File: src/rtl/cdb_pkg.sv
// Shared parameters, source indices and broadcast record for the CDB arbiter.
package cdb_pkg;

  localparam int NUM_SRC = 6;
  localparam int DATA_W  = 32;
  localparam int TAG_W   = 4;
  localparam int SRC_W   = 3;

  localparam logic [SRC_W-1:0] SRC_ADD1 = 3'd0;
  localparam logic [SRC_W-1:0] SRC_ADD2 = 3'd1;
  localparam logic [SRC_W-1:0] SRC_ADD3 = 3'd2;
  localparam logic [SRC_W-1:0] SRC_MUL1 = 3'd3;
  localparam logic [SRC_W-1:0] SRC_MUL2 = 3'd4;
  localparam logic [SRC_W-1:0] SRC_LS   = 3'd5;

  typedef struct packed {
    logic              valid;
    logic [TAG_W-1:0]  tag;
    logic [DATA_W-1:0] data;
    logic [SRC_W-1:0]  src;
  } cdb_bus_t;

endpackage

File: src/rtl/cdb_rr_arbiter.sv
// Combinational round-robin arbiter: double-width masked priority encode
// starting at ptr and wrapping back to index 0.
module rr_arbiter
  import cdb_pkg::*;
(
  input  logic [NUM_SRC-1:0] req,
  input  logic [SRC_W-1:0]   ptr,
  output logic [NUM_SRC-1:0] gnt,
  output logic [SRC_W-1:0]   gnt_idx,
  output logic               gnt_any
);

  localparam int DW = 2 * NUM_SRC;

  logic [DW-1:0] dbl_req;
  logic [DW-1:0] mask;
  logic [DW-1:0] masked;

  always_comb begin
    dbl_req = {req, req};
    mask    = '0;
    for (int k = 0; k < DW; k++) mask[k] = (k >= int'(ptr));
    masked  = dbl_req & mask;
    gnt     = '0;
    gnt_idx = '0;
    gnt_any = 1'b0;
    // Scan downward so the lowest set bit at or above ptr is the last one written.
    for (int k = DW - 1; k >= 0; k--) begin
      if (masked[k]) begin
        gnt_idx = SRC_W'(k % NUM_SRC);
        gnt_any = 1'b1;
      end
    end
    gnt[gnt_idx] = gnt_any;
  end

endmodule

File: src/rtl/cdb_arbiter.sv
// Common data bus arbiter: one holding register per producer, round-robin
// grant of one held result per cycle, registered broadcast.
module cdb_arbiter
  import cdb_pkg::*;
(
  input  logic                      clk,
  input  logic                      rst,
  input  logic                      flush,
  input  logic [NUM_SRC-1:0]        src_valid,
  input  logic [NUM_SRC*DATA_W-1:0] src_data,
  input  logic [NUM_SRC*TAG_W-1:0]  src_tag,
  output logic [NUM_SRC-1:0]        src_ready,
  output logic                      cdb_valid,
  output logic [DATA_W-1:0]         cdb_data,
  output logic [TAG_W-1:0]          cdb_tag,
  output logic [SRC_W-1:0]          cdb_src,
  output logic [SRC_W:0]            pending_cnt
);

  logic [NUM_SRC-1:0] held_q, held_d;
  logic [DATA_W-1:0]  data_q [NUM_SRC];
  logic [DATA_W-1:0]  data_d [NUM_SRC];
  logic [TAG_W-1:0]   tag_q  [NUM_SRC];
  logic [TAG_W-1:0]   tag_d  [NUM_SRC];
  logic [SRC_W-1:0]   rr_ptr_q, rr_ptr_d;
  logic [SRC_W:0]     pending_q, pending_d;
  cdb_bus_t           cdb_q, cdb_d;

  logic [NUM_SRC-1:0] gnt;
  logic [SRC_W-1:0]   gnt_idx;
  logic               gnt_any;
  logic [NUM_SRC-1:0] accept;

  rr_arbiter u_rr (
    .req     (held_q),
    .ptr     (rr_ptr_q),
    .gnt     (gnt),
    .gnt_idx (gnt_idx),
    .gnt_any (gnt_any)
  );

  assign src_ready = ~held_q | gnt;
  assign accept    = src_valid & src_ready;

  always_comb begin
    held_d    = (held_q & ~gnt) | accept;
    rr_ptr_d  = rr_ptr_q;
    cdb_d     = cdb_q;
    cdb_d.valid = 1'b0;
    for (int i = 0; i < NUM_SRC; i++) begin
      data_d[i] = accept[i] ? src_data[i*DATA_W +: DATA_W] : data_q[i];
      tag_d[i]  = accept[i] ? src_tag[i*TAG_W +: TAG_W]    : tag_q[i];
    end
    if (gnt_any) begin
      cdb_d.valid = 1'b1;
      cdb_d.data  = data_q[gnt_idx];
      cdb_d.tag   = tag_q[gnt_idx];
      cdb_d.src   = gnt_idx;
      rr_ptr_d    = (gnt_idx == SRC_W'(NUM_SRC - 1)) ? '0 : gnt_idx + SRC_W'(1);
    end
    // Flush overrides both the capture and the broadcast of this cycle.
    if (flush) begin
      held_d      = '0;
      rr_ptr_d    = '0;
      cdb_d.valid = 1'b0;
    end
    pending_d = '0;
    for (int i = 0; i < NUM_SRC; i++) pending_d = pending_d + {{SRC_W{1'b0}}, held_d[i]};
  end

  always_ff @(posedge clk or posedge rst) begin
    if (rst) begin
      held_q    <= '0;
      rr_ptr_q  <= '0;
      pending_q <= '0;
      cdb_q     <= '0;
      for (int i = 0; i < NUM_SRC; i++) begin
        data_q[i] <= '0;
        tag_q[i]  <= '0;
      end
    end else begin
      held_q    <= held_d;
      rr_ptr_q  <= rr_ptr_d;
      pending_q <= pending_d;
      cdb_q     <= cdb_d;
      for (int i = 0; i < NUM_SRC; i++) begin
        data_q[i] <= data_d[i];
        tag_q[i]  <= tag_d[i];
      end
    end
  end

  assign cdb_valid   = cdb_q.valid;
  assign cdb_data    = cdb_q.data;
  assign cdb_tag     = cdb_q.tag;
  assign cdb_src     = cdb_q.src;
  assign pending_cnt = pending_q;

endmodule
File: config.mk
export PLATFORM = sky130hd
export DESIGN_NAME = cdb_arbiter
export DESIGN_NICKNAME = d
export VERILOG_FILES = /design/src/rtl/cdb_pkg.sv /design/src/rtl/cdb_rr_arbiter.sv /design/src/rtl/cdb_arbiter.sv
export SDC_FILE = /design/constraint.sdc
export NUM_CORES = 1
export LEC_CHECK = 0
export ABC_AREA = 1
export CAP_MARGIN = 30
export CORE_MARGIN = 2
export CORE_UTILIZATION = 48
export CTS_BUF_LIST = sky130_fd_sc_hd__clkbuf_4 sky130_fd_sc_hd__clkbuf_8
export DETAILED_ROUTE_END_ITERATION = 7
export GPL_TIMING_DRIVEN = 0
export PLACE_DENSITY_LB_ADDON = 0.12
export SYNTH_ARGS = -nofsm -noshare
export SYNTH_HDL_FRONTEND = slang
export SYNTH_SLANG_ARGS = --single-unit
File: constraint.sdc
create_clock -name clk -period 9.6 [get_ports clk]
set_clock_uncertainty 0.1 [all_clocks]
set_input_delay 2.4 -clock clk [delete_from_list [all_inputs] [get_ports clk]]
set_output_delay 2.4 -clock clk [all_outputs]
set_load 0.05 [all_outputs]
---- Word level (Yosys, flattened, before mapping) ----
Index checks and enable logic that the tools add are counted.
storage, ports and cells
  bits in registers ....................... 269
  bits of input ports ..................... 225
  output and inout bits ................... 50
  logic and storage cells ................. 85
operators by class
  $add $sub $neg .......................... 6
  order comparisons ....................... 10
  equality and inequality tests ........... 1
  muxes and demuxes ....................... 38
  bitwise logic cells ..................... 9
  reductions and logical operators ........ 2
operators with widths
  cell                 number
  $bmux 32 s3          1
  $mux 32              2
  $mux 3               15
  $mux 40              1
  $and 6x6->6          3
  $mux 1               14
  $and 12x12->12       1
  $bmux 4 s3           1
  $not 6->6            2
  $or 6x6->6           2
  $ge 3x3->1 const A   3
  $add 4x1->4          2
  $mux 4               2
  $ge 1x3->1 const A   2
  $ge 2x3->1 const A   2
  $mux 6               1
  $add 3x1->4          1
  $ge 4x4->1 const B   1
  $lt 3x4->1 const B   1
  $not 3->4            1
  $add 2x1->3          1
  $add 3x1->3 const B  1
  $demux 1 s3          1
  $eq 3x3->1 const B   1
  other kinds (4)      4

---- Depth between registers and ports, before layout ----
  word-level depth ........................ 28
  gate-level depth with buffers ........... 19
  depth with buffers taken out ............ 17

---- Hierarchy ----
A second synthesis with hierarchy kept.
second synthesis, totals
  cells, all modules ...................... 1673
  area total of the unflattened synthesis .. 12717.2 µm²
by module, submodules not included
  module       times used  cells each  area an instance (µm²)  seq. area each (µm²)
  cdb_arbiter  1           1617        12441.9                 6706.4
  rr_arbiter   1           56          275.3                   0.0

---- Least setup slack after synthesis ----
OpenSTA, ideal clock, no wires.
  path kind ............................... input port to flip-flop
  start point ............................. in src_valid[3]
  end point ............................... reg pending_q[1], in the netlist pending_cnt[1]
  setup time .............................. 136 ps
  arrival time ............................ 4417 ps
  required time ........................... 9364 ps
  setup slack ............................. 4947 ps
  cell stages on the path ................. 7
  path buffers ............................ 1
  path through ............................ clkbuf_1 inv_1 a21oi_1 fa_1 fa_1 ha_1 fa_1
on the way
  word-level cells in the longest chain between the ends .. 6
RTL lines
  item                       line               RTL
  start: declaration         cdb_arbiter.sv:9   input logic [NUM_SRC-1:0] src_valid,
  $and 6x6->6                cdb_arbiter.sv:43  assign accept = src_valid & src_ready;
  $or 6x6->6                 cdb_arbiter.sv:46  held_d = (held_q & ~gnt) | accept;
  $mux 6                     cdb_arbiter.sv:62  if (flush) begin
  named net held_d[3]        cdb_arbiter.sv:20  logic [NUM_SRC-1:0] held_q, held_d;
  $add 3x1->4                cdb_arbiter.sv:68  for (int i = 0; i < NUM_SRC; i++) pending_d = pending_d + {{SRC_W{1'b0}}, held_d[i]};
  $add 4x1->4 (2 in series)  cdb_arbiter.sv:68
  named net pending_d[1]     cdb_arbiter.sv:26  logic [SRC_W:0] pending_q, pending_d;
  end signal: assignment     cdb_arbiter.sv:84  pending_q <= pending_d;
  end: declaration           cdb_arbiter.sv:26
The timed path passes the listed nets, and every way through them passes these cells.
A chain may end at the register's enable or synchronous reset.

---- Final worst setup path ----
  start point ............................. reg rr_ptr_q[2]
  end point ............................... out src_ready[0]
on the way
  word-level cells in the longest chain between the ends .. 15
  elaborated cells between the ends (all ways) .. 29
  those cells by class .................... order compare (9); mux (16); bitwise (3); reduce/logical (1)
RTL lines
  item                                                                   line                  RTL
  start: declaration                                                     cdb_arbiter.sv:25     logic [SRC_W-1:0] rr_ptr_q, rr_ptr_d;
  start signal: assignment                                               cdb_arbiter.sv:83     rr_ptr_q <= rr_ptr_d;
  $ge 3x3->1                                                             cdb_rr_arbiter.sv:22  for (int k = 0; k < DW; k++) mask[k] = (k >= int'(ptr));
  $and 12x12->12 (*)                                                     cdb_rr_arbiter.sv:23  masked = dbl_req & mask;
  $mux 3 (7 in series)                                                   cdb_rr_arbiter.sv:29  if (masked[k]) begin
  $lt 3x4->1 (implied by the code) / $ge 3x1->1 (equally long branches)  cdb_rr_arbiter.sv:34  gnt[gnt_idx] = gnt_any;
  $logic_and 1x1->1 (implied by the code)                                cdb_rr_arbiter.sv:34
  $mux 1 (implied by the code)                                           cdb_rr_arbiter.sv:34
  $demux 1 s3                                                            -
  $and 6x6->6 (no source line) (*)                                       -
  $or 6x6->6 (*)                                                         cdb_arbiter.sv:42     assign src_ready = ~held_q | gnt;
  end: declaration                                                       cdb_arbiter.sv:12     output logic [NUM_SRC-1:0] src_ready,
Every way passes the cells marked *; elsewhere a longest branch is shown, timed or not.

==> reports/metrics.yaml <==
status:
  status: "complete, no violations"
clock_network:
  cts_tree: "built"
  numCtsBuffers: 46
  ctsResizeCount: 0
  holdBufCountCts: 0
  post-cts-setup-buffers: 0
  cts_sinks: 268
  htree_levels: 2
  clock_path_buffers: 3
  root_buffer: "clkbuf_8"
  clkTransAtPathRegs_ns: 0.06
  clkLatencyLatePin_ns: 0.56
floorplan:
  placeableCoreArea_mm2: 0.0271
  initial_utilization_pct: 49.1
  die_w_um: 171
  die-area_mm2: 0.0291
  num_io_pins: 275
  die_h_um: 171
  rows: 60
grt:
  grt_pass1_vias: 12445
  antenna_found_initial: 1
  overflow: 0
  grt_usage_pct: 30.0
  grt_pass1_wl_um: 66600
  grt_max_degree: 45
route:
  dr.first_iter.drc_count: 1149
  ant_nets: 0
  drc_errors: 0
  firstDrtPassIters: 6
  via_per_inst: 5.10
  post_drt_wl_per_cell_um: 17.1
  wl_um: 42900
  vias: 12829
synth:
  synth-adder-area-share_pct: 0.545
  syn_inst: 1782
  netlist_area_mm2: 0.0133
  yosysSeqAreaShare_pct: 50.4
  yosys.area_share.simple_pct: 36.7
  synth_xor_area_share_pct: 0
  synth_top_area_cell: "dfrtp_1"
  synth_compound_area_share_pct: 2.32
  ys.warnings.count: 0
  ys_seq_elements: 268
  syn_area_per_cell_um2: 7.47
  synthMuxAreaShare_pct: 0
  yosysTopAreaCellShare_pct: 50.4
  synth_top_family_by_area: "simple AND/OR/NAND/NOR gates"
  syn-num-nets: 2011
  yosys-top-cells-area: "dfrtp_1, nand2_1, nand3_1"
  synth.distinct_cells: 29
critical_path:
  startpoint_type: "register"
  crit_required_ns: 7.10
  worst-path-max-fanout: 10
  critPathCaptureType: "primary output"
  critPathArrivalTime_ns: 3.48
  crit_type: "reg2out"
placed_design:
  port_buffers: 271
  dp.cells: 2432
  finalWeightedCongestion: 0.911
  postPlaceCellArea_mm2: 0.0166
  dp_hpwl_um: 33400
flow_run:
  cap_violations: 0
sta:
  rsz0062_at_grt: "no"
  finalMaxSlewViolations: 0
  final-setup-viol-count: 0
  fin_tns_setup_ns: 0
  finalHoldViolCount: 0
  tightest_slew_ns: 0.821
  whs_ns: 0.371
  fin_crit_sh_pct: 62.3
  min_period_ns: 5.98
  maxSlewHeadroom_pct: 45.3
  fmax_mhz: 167
finish:
  final_cell_mix: "nand2_1, nand3_1, clkdlybuf4s50_1"
  final_cell_count_no_fill: 2514
  fin_nets: 2337
  design_area_mm2: 0.0176
  antenna_cells: 0
  drive_above_1_share_pct: 8.17
  postLayoutCoreUtil_pct: 65.1
  area_delta_synth_final_pct: 32.5
  final_common_cell: "nand2_1"
min_path:
  hold_class: "reg2reg"
pwr:
  max-vdd-ir-drop_mv: 0.119
  power.leakage_nw: 9.28
  powerDensity_mw_per_mm2: 263
## flip-flops by register name, summed over array words and instances (netlist names)
signal	flops
data_q	192
cdb_data	32
tag_q	24
held_q	6
cdb_tag	4
cdb_src	3
pending_cnt	3
rr_ptr_q	3
cdb_valid	1
## synth_stat cells
library cell  number
nand2_1          609
nand3_1          361
dfrtp_1          268
inv_1            193
nor2_1           112
clkbuf_1          50
o21ai_0           38
buf_2             33
nand4_1           33
buf_4             25
a21oi_1           11
buf_1              8
nand2_2            6
nand3b_1           5
o21ai_2            4
buf_6              3
fa_1               3
inv_2              3
nand2_4            3
nor2_2             3
nand3_2            2
or2_2              2
a21oi_2            1
a221oi_1           1
conb_1             1
ha_1               1
nor3_1             1
o21ai_1            1
o22ai_1            1
## per-stage QoR
step	setup WS (ns)	power [mW]
2_1_floorplan	3.56	2.81
3_3_place_gp	1.69	3.48
3_5_place_dp	3.96	3.52
4_1_cts	3.66	4.64
5_1_grt	3.49	4.91
6_report	3.62	4.64
## layout make-up
type	instances	area, um^2
flip-flops and latches	268	6710
plain buffers	119	604
multi-input cells	1199	5270
inverters	196	739
clock inverters	8	90.1
clock buffers	74	912
fillers	2459	9460
repair buffers	278	2850
well taps	372	465
## metal layers
layer / routed length [um] / GRT usage [%] / vias up
li1: - / - / 6243
met3: 3360 / 5.00 / 88
met1: 18600 / 41.9 / 5958
met2: 19400 / 47.6 / 538
met4: 1480 / 10.7 / 2
met5: 11 / 0 / -
## cells by family (layout without fill, tap and decap cells)
kind of cell	count (synthesis)	count (layout)
compound gates	57	57
fa+ha+maj	4	4
buf+inv	315	675
flops	268	268
other cells	1	1
simple gates	1137	1137
## critical path, cell delays in order, from the launching register on
cell and delay (ns):
dfrtp_1 0.46, nor2_2 0.16, nand2_2 0.18, nand2_1 0.17, inv_2 0.06, o21ai_2 0.10
nand2_2 0.13, inv_2 0.24, nand3_1 0.11, nand2_1 0.15, buf_2 0.26, clkdlybuf4s50_1 0.91
## power by group
group          total, mW  internal, mW  switching [mW]
registers           1.59          1.42           0.174
clock network       1.12         0.653           0.467
logic               1.92         0.634            1.29
## worst paths after layout
| path | start | end | slack, ns | cells after the start |
|---|---|---|---|---|
| min in group asynchronous | rst | data_q[38] | 2.13 | 2 |
| hold / removal | data_q[1] | data_q[1] | 0.37 | 2 |
| setup / recovery | rr_ptr_q[2] | src_ready[0] | 3.62 | 11 |
| setup reg to reg | rr_ptr_q[2] | pending_cnt[1] | 5.47 | 15 |
| hold reg to reg | data_q[1] | data_q[1] | 0.37 | 2 |
| max in group asynchronous | rst | data_q[74] | 5.97 | 6 |
No activity file was read; power rests on OpenSTA's default activity.
